### src/rtl/serial_display_receiver.sv
`default_nettype none
// ============================================================================
//  Module      : serial_display_receiver
//  Description : Deserialises the 3-wire 74HC595 display stream into six BCD
//                digits with decimal points, blank and illegal-code flags.
//  Revision    : 1.0  initial release
// ============================================================================

module serial_display_receiver #(
    parameter int FRAME_BITS     = 48,
    parameter int TIMEOUT_CYCLES = 4096
) (
    input  logic       i_clk,
    input  logic       i_reset,
    input  logic       i_serial_data,
    input  logic       i_serial_clk,
    input  logic       i_serial_latch,
    output logic [3:0] o_hours_msb,
    output logic [3:0] o_hours_lsb,
    output logic [3:0] o_minutes_msb,
    output logic [3:0] o_minutes_lsb,
    output logic [3:0] o_seconds_msb,
    output logic [3:0] o_seconds_lsb,
    output logic [5:0] o_dp,
    output logic [5:0] o_blank,
    output logic [5:0] o_seg_err,
    output logic       o_frame_stb,
    output logic       o_frame_err,
    output logic       o_busy
);

    localparam int c_CNT_W = $clog2(FRAME_BITS + 2);
    localparam int c_TMO_W = $clog2(TIMEOUT_CYCLES + 1);
    localparam logic [c_CNT_W-1:0] c_CNT_FULL = c_CNT_W'(FRAME_BITS);
    localparam logic [c_CNT_W-1:0] c_CNT_SAT  = c_CNT_W'(FRAME_BITS + 1);
    localparam logic [c_TMO_W-1:0] c_TMO_LAST = c_TMO_W'(TIMEOUT_CYCLES - 1);

    // Returns {blank, illegal, digit} for one {a,b,c,d,e,f,g} segment code.
    function automatic logic [5:0] f_decode(input logic [6:0] seg);
        logic [5:0] res;
        res = {1'b0, 1'b1, 4'hE};
        case (seg)
            7'h7E:   res = {2'b00, 4'h0};
            7'h30:   res = {2'b00, 4'h1};
            7'h6D:   res = {2'b00, 4'h2};
            7'h79:   res = {2'b00, 4'h3};
            7'h33:   res = {2'b00, 4'h4};
            7'h5B:   res = {2'b00, 4'h5};
            7'h5F:   res = {2'b00, 4'h6};
            7'h70:   res = {2'b00, 4'h7};
            7'h7F:   res = {2'b00, 4'h8};
            7'h7B:   res = {2'b00, 4'h9};
            7'h00:   res = {2'b10, 4'hF};
            default: res = {1'b0, 1'b1, 4'hE};
        endcase
        return res;
    endfunction

    // Synchroniser, history and registered edge-detect stages
    logic r_data_meta_q, r_data_sync_q, r_data_q;
    logic r_sclk_meta_q, r_sclk_sync_q, r_sclk_hist_q, r_sclk_rise_q;
    logic r_latch_meta_q, r_latch_sync_q, r_latch_hist_q, r_latch_rise_q;

    logic [FRAME_BITS-1:0] r_shift_q, w_shift_d;
    logic [c_CNT_W-1:0]    r_cnt_q, w_cnt_inc, w_cnt_d;
    logic [c_TMO_W-1:0]    r_tmo_q, w_tmo_d;
    logic                  w_load_d, w_bad_d;

    logic [FRAME_BITS-1:0] r_frame_q;
    logic                  r_load_q, r_bad_q;

    logic [5:0][3:0] w_digit;
    logic [5:0]      w_dp, w_blank, w_serr;

    logic [5:0][3:0] r_digit_q;
    logic [5:0]      r_dp_q, r_blank_q, r_serr_q;
    logic            r_stb_q, r_ferr_q, r_busy_q;

    // Shift and latch share one cycle so a coincident latch sees the new bit.
    always_comb begin
        w_shift_d = r_shift_q;
        w_cnt_inc = r_cnt_q;
        if (r_sclk_rise_q) begin
            w_shift_d = {r_shift_q[FRAME_BITS-2:0], r_data_q};
            if (r_cnt_q != c_CNT_SAT) begin
                w_cnt_inc = r_cnt_q + c_CNT_W'(1);
            end
        end

        w_cnt_d  = w_cnt_inc;
        w_tmo_d  = r_tmo_q;
        w_load_d = 1'b0;
        w_bad_d  = 1'b0;
        if (r_latch_rise_q) begin
            w_cnt_d = '0;
            w_tmo_d = '0;
            if (w_cnt_inc == c_CNT_FULL) begin
                w_load_d = 1'b1;
            end else begin
                w_bad_d = 1'b1;
            end
        end else if (r_sclk_rise_q || (r_cnt_q == '0)) begin
            w_tmo_d = '0;
        end else if (r_tmo_q == c_TMO_LAST) begin
            w_cnt_d = '0;
            w_tmo_d = '0;
        end else begin
            w_tmo_d = r_tmo_q + c_TMO_W'(1);
        end
    end

    generate
        for (genvar gi = 0; gi < 6; gi++) begin : g_digit
            localparam int c_DP_POS = FRAME_BITS - 1 - 8 * gi;
            logic [5:0] w_dec;
            assign w_dec        = f_decode(r_frame_q[c_DP_POS-1 -: 7]);
            assign w_digit[gi]  = w_dec[3:0];
            assign w_serr[5-gi] = w_dec[4];
            assign w_blank[5-gi] = w_dec[5];
            assign w_dp[5-gi]   = r_frame_q[c_DP_POS];
        end
    endgenerate

    always_ff @(posedge i_clk) begin
        if (i_reset) begin
            r_data_meta_q  <= 1'b0;
            r_data_sync_q  <= 1'b0;
            r_data_q       <= 1'b0;
            r_sclk_meta_q  <= 1'b0;
            r_sclk_sync_q  <= 1'b0;
            r_sclk_hist_q  <= 1'b0;
            r_sclk_rise_q  <= 1'b0;
            r_latch_meta_q <= 1'b0;
            r_latch_sync_q <= 1'b0;
            r_latch_hist_q <= 1'b0;
            r_latch_rise_q <= 1'b0;
            r_shift_q      <= '0;
            r_cnt_q        <= '0;
            r_tmo_q        <= '0;
            r_frame_q      <= '0;
            r_load_q       <= 1'b0;
            r_bad_q        <= 1'b0;
            r_digit_q      <= '0;
            r_dp_q         <= '0;
            r_blank_q      <= '0;
            r_serr_q       <= '0;
            r_stb_q        <= 1'b0;
            r_ferr_q       <= 1'b0;
            r_busy_q       <= 1'b0;
        end else begin
            r_data_meta_q  <= i_serial_data;
            r_data_sync_q  <= r_data_meta_q;
            r_data_q       <= r_data_sync_q;
            r_sclk_meta_q  <= i_serial_clk;
            r_sclk_sync_q  <= r_sclk_meta_q;
            r_sclk_hist_q  <= r_sclk_sync_q;
            r_sclk_rise_q  <= r_sclk_sync_q & ~r_sclk_hist_q;
            r_latch_meta_q <= i_serial_latch;
            r_latch_sync_q <= r_latch_meta_q;
            r_latch_hist_q <= r_latch_sync_q;
            r_latch_rise_q <= r_latch_sync_q & ~r_latch_hist_q;

            r_shift_q <= w_shift_d;
            r_cnt_q   <= w_cnt_d;
            r_tmo_q   <= w_tmo_d;
            r_busy_q  <= (w_cnt_d != '0);
            r_load_q  <= w_load_d;
            r_bad_q   <= w_bad_d;
            if (w_load_d) begin
                r_frame_q <= w_shift_d;
            end

            r_stb_q  <= r_load_q;
            r_ferr_q <= r_bad_q;
            if (r_load_q) begin
                r_digit_q <= w_digit;
                r_dp_q    <= w_dp;
                r_blank_q <= w_blank;
                r_serr_q  <= w_serr;
            end
        end
    end

    assign o_hours_msb   = r_digit_q[0];
    assign o_hours_lsb   = r_digit_q[1];
    assign o_minutes_msb = r_digit_q[2];
    assign o_minutes_lsb = r_digit_q[3];
    assign o_seconds_msb = r_digit_q[4];
    assign o_seconds_lsb = r_digit_q[5];
    assign o_dp          = r_dp_q;
    assign o_blank       = r_blank_q;
    assign o_seg_err     = r_serr_q;
    assign o_frame_stb   = r_stb_q;
    assign o_frame_err   = r_ferr_q;
    assign o_busy        = r_busy_q;

endmodule

`default_nettype wire

### config.mk
export PLATFORM = sky130hd
export DESIGN_NAME = serial_display_receiver
export DESIGN_NICKNAME = d
export VERILOG_FILES = /design/src/rtl/serial_display_receiver.sv
export SDC_FILE = /design/constraint.sdc
export NUM_CORES = 1
export LEC_CHECK = 0
export BUFFER_PORTS_ARGS = -buffer_cell sky130_fd_sc_hd__buf_2
export CAP_MARGIN = 20
export CORE_UTILIZATION = 54
export CTS_BUF_LIST = sky130_fd_sc_hd__clkbuf_16
export CTS_CLUSTER_DIAMETER = 50
export DETAILED_ROUTE_END_ITERATION = 10
export PLACE_DENSITY = 0.81
export SLEW_MARGIN = 20
export SYNTH_ARGS = -nofsm -noshare
export SYNTH_HDL_FRONTEND = slang
export SYNTH_SLANG_ARGS = --single-unit
### constraint.sdc
create_clock -name i_clk -period 2.4 [get_ports i_clk]
set_input_delay 0.12 -clock i_clk [delete_from_list [all_inputs] [get_ports i_clk]]
set_output_delay 0.12 -clock i_clk [all_outputs]
set_load 0.02 [all_outputs]
Word-level counts from Yosys, hierarchy flattened
Cells that the tools add are included.
- register bits after elaboration: 173
- input bits: 5
- output and inout bits: 45
- word-level logic and storage cells: 125
- add/sub/neg operators: 2
- equal/unequal tests: 63
- mux-type cells: 15
- bitwise gates (word level): 5
- reductions and logical operators: 11
- operators by type and width (operator ; number):
    case mux 6 bit (11 select lines) ; 6
    equality test 7 bit (second input constant) ; 48
    equality test 7 x 6 -> 1 bit (second input constant) ; 12
    two-way mux 48 bit ; 1
    logical NOT 7 bit ; 6
    two-way mux 6 bit ; 5
    adder 13 x 1 -> 13 bit (second input constant) ; 1
    equality test 13 x 12 -> 1 bit (second input constant) ; 1
    adder 6 x 1 -> 6 bit (second input constant) ; 1
    equality test 6 bit (second input constant) ; 1
    logical NOT 6 bit ; 1
    != test 6 bit (second input constant) ; 1
    nonzero test 6 bit ; 1
    OR reduction 4 bit ; 1
    two-way mux 1 bit ; 3
    NOT 1 bit ; 3
    bitwise AND 1 bit ; 2
    OR reduction 2 bit ; 1
    logical OR 1 bit ; 1

Depth between registers and ports, before layout
- depth in word-level cells: 7
- mapped depth: 9
- mapped depth without buffers: 7

Worst setup path after synthesis
Ideal clock, no wire load.
- path type: register to register
- start point: reg r_cnt_q[0]
- end point: reg r_frame_q[0]
- data arrival time: 2.244 ns
- data required time: 2.277 ns
- setup slack: 0.033 ns
- stages on the path, launching flop included: 9
- path buffers: 2
- cells stage by stage: dfxtp_1 ha_1 nand4b_4 a2111oi_4 o211ai_2 nor4_4 buf_6 buf_6 mux2_1
- word-level cells in the longest chain between the ends: 6
- elaborated cells on any way between the ends: 7
- ends and longest elaborated chain (element ; RTL line ; RTL):
    start: declaration ; 65 ; logic [c_CNT_W-1:0] r_cnt_q, w_cnt_inc, w_cnt_d;
    start signal: assignment ; 164 ; r_cnt_q <= w_cnt_d;
    adder 6 x 1 -> 6 bit / != test 6 bit (equally long branches) ; 86, 85 ;
    two-way mux 6 bit ; 85 ; if (r_cnt_q != c_CNT_SAT) begin
    two-way mux 6 bit * ; 83 ; if (r_sclk_rise_q) begin
    equality test 6 bit * ; 97 ; if (w_cnt_inc == c_CNT_FULL) begin
    two-way mux 1 bit * ; 97 ;
    two-way mux 1 bit * ; 94 ; if (r_latch_rise_q) begin
    end signal: assignment ; 170 ; r_frame_q <= w_shift_d;
    end: declaration ; 69 ; logic [FRAME_BITS-1:0] r_frame_q;
Mark *: on every way between the ends. The rest lies on a longest branch, timed or not.
A chain may end at the register's enable or synchronous reset.

Worst setup path in the final report
- start point: reg r_cnt_q[1]
- end point: reg r_frame_q[9]
Same word-level chain as after synthesis.

==> results <==
- The clock net in this run drives a total of 173 sinks.
- Of all flip-flops after synthesis, the portion carrying an async set or reset was 0%.
- For the pin with the worst max-slew slack, the measured transition is 0.632 ns.
- The number of different library cells used by synthesis comes to 59.
- The via count of the first global-routing pass is roughly 5400.
- The violation count after the first detailed-route iteration is 374.
- The first global-routing pass estimated roughly 26000 um of wire.
- The area growth from synthesis to layout is 14.2%.
- Per report_power, the combinational group accounts for 1.8% of the total.
- Setup slack closes at 0.0851 ns.
- The internal power is 4530 uW.
- The worst setup path is launched from a flop.
- The CTS H-tree depth is 4.
- The final core area utilization is 64.3%.
- The global routing's busiest layer is met2.
- The cell row count is 42.
- The HPWL after detailed placement is 9720 um.
- After floorplanning, the core was sized to cover 0.0135 mm2.
- The later pin in the worst-skew pair is clocked with a latency of 0.42 ns.
- Max-cap violations in this run came to 0.
- The repair_antennas step left the layout with diodes totalling 0.
- In the finished design, the share of the clock period the worst path needs comes to 96.5%.
- The leakage power total is about 0.0033 uW.
- The setup check on the worst reg-to-reg path leaves a slack of 0.09 ns.
- For met3 alone, demand over resource in global routing was 6.13%.
- The minimum period implied by the final worst setup slack is between 2 and 2.5 ns.
- The required time of the critical path is 2.71 ns.
- The count of nets left with antenna violations after detail routing is 0.
- The count of final hold-check violations is 0.
- The data arrival time of the critical path is between 2 and 3 ns.
- The warning count from the yosys run is 0.
- The die area is 0.0145 mm2.
- Pin placement for this block handled 50 I/O pins.
- The CTS tree is built.
- The share of total power dissipated in sequential elements is 50.5%.
- For this run, the register share of the synthesized area comes to 45.7%.
- The wire length per cell after detailed routing is 15.2 um.
- The run finished with clean final reports.
- The fraction of power consumed by the clock network is a little under half.
- The longest clock path from root to sink contains 2 buffers.
- The total track usage is 21.9%.
- The die boundary width is 120 um.
- Once the floorplan was initialized, standard cells occupied 56.3% of the core.
- The final-report setup violation count is 0.
- The post-layout instance area is roughly 0.0087 mm2.
- The worst setup path is of the flop to flop kind.
- Entering global routing, the biggest net connects just under 60 pins.
- Of the total power, the share spent switching nets is 20.7%.
- The met2 global-route usage is a little over a third.
- The ratio of cells with drive above 1 in the final layout is around 17%.
- In this run the cell area measured after placement is 0.00791 mm2.
- In this run the power density over the cells is 660 mW/mm2.
- The worst setup path is captured at a flop.
- The final number of max-transition violations is 0.
- Counting flops and latches in the post-synthesis netlist gives 173.
- The synthesized instance count is 815.
- The number of enable-type register cells in the synthesized netlist is 0.
- The summed instance area of the synthesized netlist is around 0.0076 mm2.
- After synthesis, the cell types taking the most area are sky130_fd_sc_hd__dfxtp_1 (46%), sky130_fd_sc_hd__mux2i_1 (7.9%), sky130_fd_sc_hd__nor2_1 (6.2%).
- The residual DRC count is 0.
- The clock slew seen by the registers of the worst setup and hold paths is roughly 0.06 ns.
- The average size of a mapped cell is 9.29 um2.
- The net switching power of the design is 1180 uW.
- Between clock sinks in the finished design, the worst skew comes to slightly above 0.01 ns.
- Setup repair after global routing left no endpoint under its margin.
- The library cell with the largest summed area after synthesis is sky130_fd_sc_hd__dfxtp_1.
- The cell chosen for the clock root is sky130_fd_sc_hd__clkbuf_16.
- TritonCTS created 17 clock buffers.
- The number of antenna violations at the first check in global routing is 0.
- The total overflow left after global routing is 0.
- At the end of routability-driven placement, the weighted congestion stood at 0.857.
- The first TritonRoute pass finished after 5 iterations.
- The mean number of vias per cell is 5.69.
- The type of the worst min-delay path is primary input to flop.
- The total vias in the final route is 5873.
- Measured against its own limit, the worst slew margin works out to 57.9%.
- In this run the biggest area consumer among cell types represents between 40% and 50% of the synthesized area.
- Measured along the y axis, the die boundary spans about 120 um.
- The peak supply drop is 552 uV.
- The peak clock frequency supported by timing is 432 MHz.
- The number of port buffers is 49.
- Along the worst path, the maximum fanout reaches 6.
- For this run, the leading register cell type out of synthesis is sky130_fd_sc_hd__dfxtp_1.
- The total length of routed wires is approximately 16000 um.
- By count the netlist is led by sky130_fd_sc_hd__dfxtp_1 (173), sky130_fd_sc_hd__nor2_1 (126), sky130_fd_sc_hd__mux2i_1 (60).
- The net count of the finished layout is 853.
- Counting every net in the synthesized netlist gives 824.
- The dominant cell by count in the synthesized netlist is sky130_fd_sc_hd__dfxtp_1.
- For met1 alone, demand over resource in global routing was 28.3%.
- The post-route setup TNS is 0 ns.
- The worst setup timing slack at the placement stage is -0.0145 ns.
worst paths after layout:
path / startpoint / cells after the start / to
worst min-delay path: i_reset / 2 / r_latch_sync_q$_SDFF_PP0_
worst min register to register: r_sclk_hist_q$_SDFF_PP0_ / 1 / r_sclk_rise_q$_SDFF_PP0_
worst max-delay path: r_cnt_q[1]$_SDFF_PP0_ / 9 / r_frame_q[9]$_SDFFE_PP0P_
worst max register to register: r_cnt_q[1]$_SDFF_PP0_ / 9 / r_frame_q[9]$_SDFFE_PP0P_
layout by cell type (no fill, tap or decap), types with 4 or more instances in the layout:
cell,n
sky130_fd_sc_hd__dfxtp_1,170
sky130_fd_sc_hd__nor2_1,126
sky130_fd_sc_hd__mux2i_1,60
sky130_fd_sc_hd__nor2b_1,57
sky130_fd_sc_hd__buf_2,48
sky130_fd_sc_hd__nand2_1,39
sky130_fd_sc_hd__mux2_2,28
sky130_fd_sc_hd__a21oi_1,24
sky130_fd_sc_hd__nor3_1,21
sky130_fd_sc_hd__mux2_1,20
sky130_fd_sc_hd__nand3_1,19
sky130_fd_sc_hd__clkbuf_16,19
sky130_fd_sc_hd__inv_1,15
sky130_fd_sc_hd__buf_4,15
sky130_fd_sc_hd__o21ai_0,12
sky130_fd_sc_hd__nand4_1,11
sky130_fd_sc_hd__a311oi_1,11
sky130_fd_sc_hd__xor2_1,10
sky130_fd_sc_hd__a211oi_1,10
sky130_fd_sc_hd__xnor2_1,9
sky130_fd_sc_hd__or3_1,8
sky130_fd_sc_hd__o22ai_1,8
sky130_fd_sc_hd__nor4_1,7
sky130_fd_sc_hd__and3_1,7
sky130_fd_sc_hd__a31oi_1,6
sky130_fd_sc_hd__nand2b_1,6
sky130_fd_sc_hd__and4_1,5
sky130_fd_sc_hd__or4b_2,5
sky130_fd_sc_hd__nand3b_1,5
sky130_fd_sc_hd__o211ai_1,4
worst max-delay path, stage by stage, from the launching register on:
cell	delay (ns)
sky130_fd_sc_hd__dfxtp_1	0.32
sky130_fd_sc_hd__buf_4	0.15
sky130_fd_sc_hd__ha_1	0.22
sky130_fd_sc_hd__xor2_1	0.17
sky130_fd_sc_hd__nor3_2	0.20
sky130_fd_sc_hd__o211ai_2	0.13
sky130_fd_sc_hd__nor4_4	0.30
sky130_fd_sc_hd__buf_6	0.20
sky130_fd_sc_hd__clkbuf_16	0.17
sky130_fd_sc_hd__mux2_2	0.33
layer usage:
layer | wire length, um | vias to the layer above
li1 | - | 2917
met1 | 7290 | 2797
met2 | 7550 | 136
met3 | 672 | 23
met4 | 195 | 0
met5 | 0 | -
layout make-up:
cell class | instances | area, um2
Clock buffer | 17 | 425
Inverter | 13 | 48.8
Multi-Input combinational cell | 565 | 3810
Clock inverter | 14 | 154
Tap cell | 176 | 220
Fill cell | 1087 | 4800
Sequential cell | 173 | 3470
Timing Repair Buffer | 74 | 531
registers in the layout, indices dropped and copies added, names as in the netlist, 4 cells and up:
| name | cells |
|---|---|
| r_tmo_q | 13 |
| o_minutes_msb | 4 |
| o_seg_err | 6 |
| r_cnt_q | 6 |
| r_frame_q | 48 |
| o_seconds_lsb | 4 |
| r_shift_q | 48 |
| o_hours_msb | 4 |
| o_hours_lsb | 4 |
| o_seconds_msb | 4 |
| o_dp | 6 |
| o_minutes_lsb | 4 |
| o_blank | 6 |
power by group through the flow:
| stage | sequential [uW] | clock [uW] | combinational (uW) |
|---|---|---|---|
| floorplan | 2950 | 0 | 71.3 |
| global placement | 2950 | 0 | 96.9 |
| detailed placement | 2950 | 0 | 97.0 |
| CTS | 2880 | 2760 | 101 |
| global route | 2880 | 2910 | 111 |
| finish | 2880 | 2730 | 102 |
stage by stage:
stage | hold slack (ns) | cells | power [uW]
3_3_place_gp | 0.328 | 991 | 3040
5_1_grt | 0.198 | 1032 | 5900
6_report | 0.184 | 1032 | 5710
3_5_place_dp | 0.335 | 991 | 3050
2_1_floorplan | 0.248 | 815 | 3020
4_1_cts | 0.178 | 1025 | 5740
timing repair:
item / CTS / global route
hold buffers: 3 / 0
endpoints found under the hold margin: 3 / 0
pin swaps: 0 / 3
setup endpoints to repair: 36 / 48
cloned: 0 / 4
gates resized for setup: 2 / 11
setup buffers: 0 / 3
cell families after synthesis:
family	count (synthesis)	synth area share [%]
AO/OA/AOI/OAI	98	9.13
XOR/XNOR	19	2.20
adder cells (fa/ha/maj)	4	0.661
buffers and inverters	77	4.25
flip-flops	173	45.7
multiplexers	108	15.1
AND/OR/NAND/NOR	336	23.0
No activity file was read; power rests on OpenSTA's default activity.
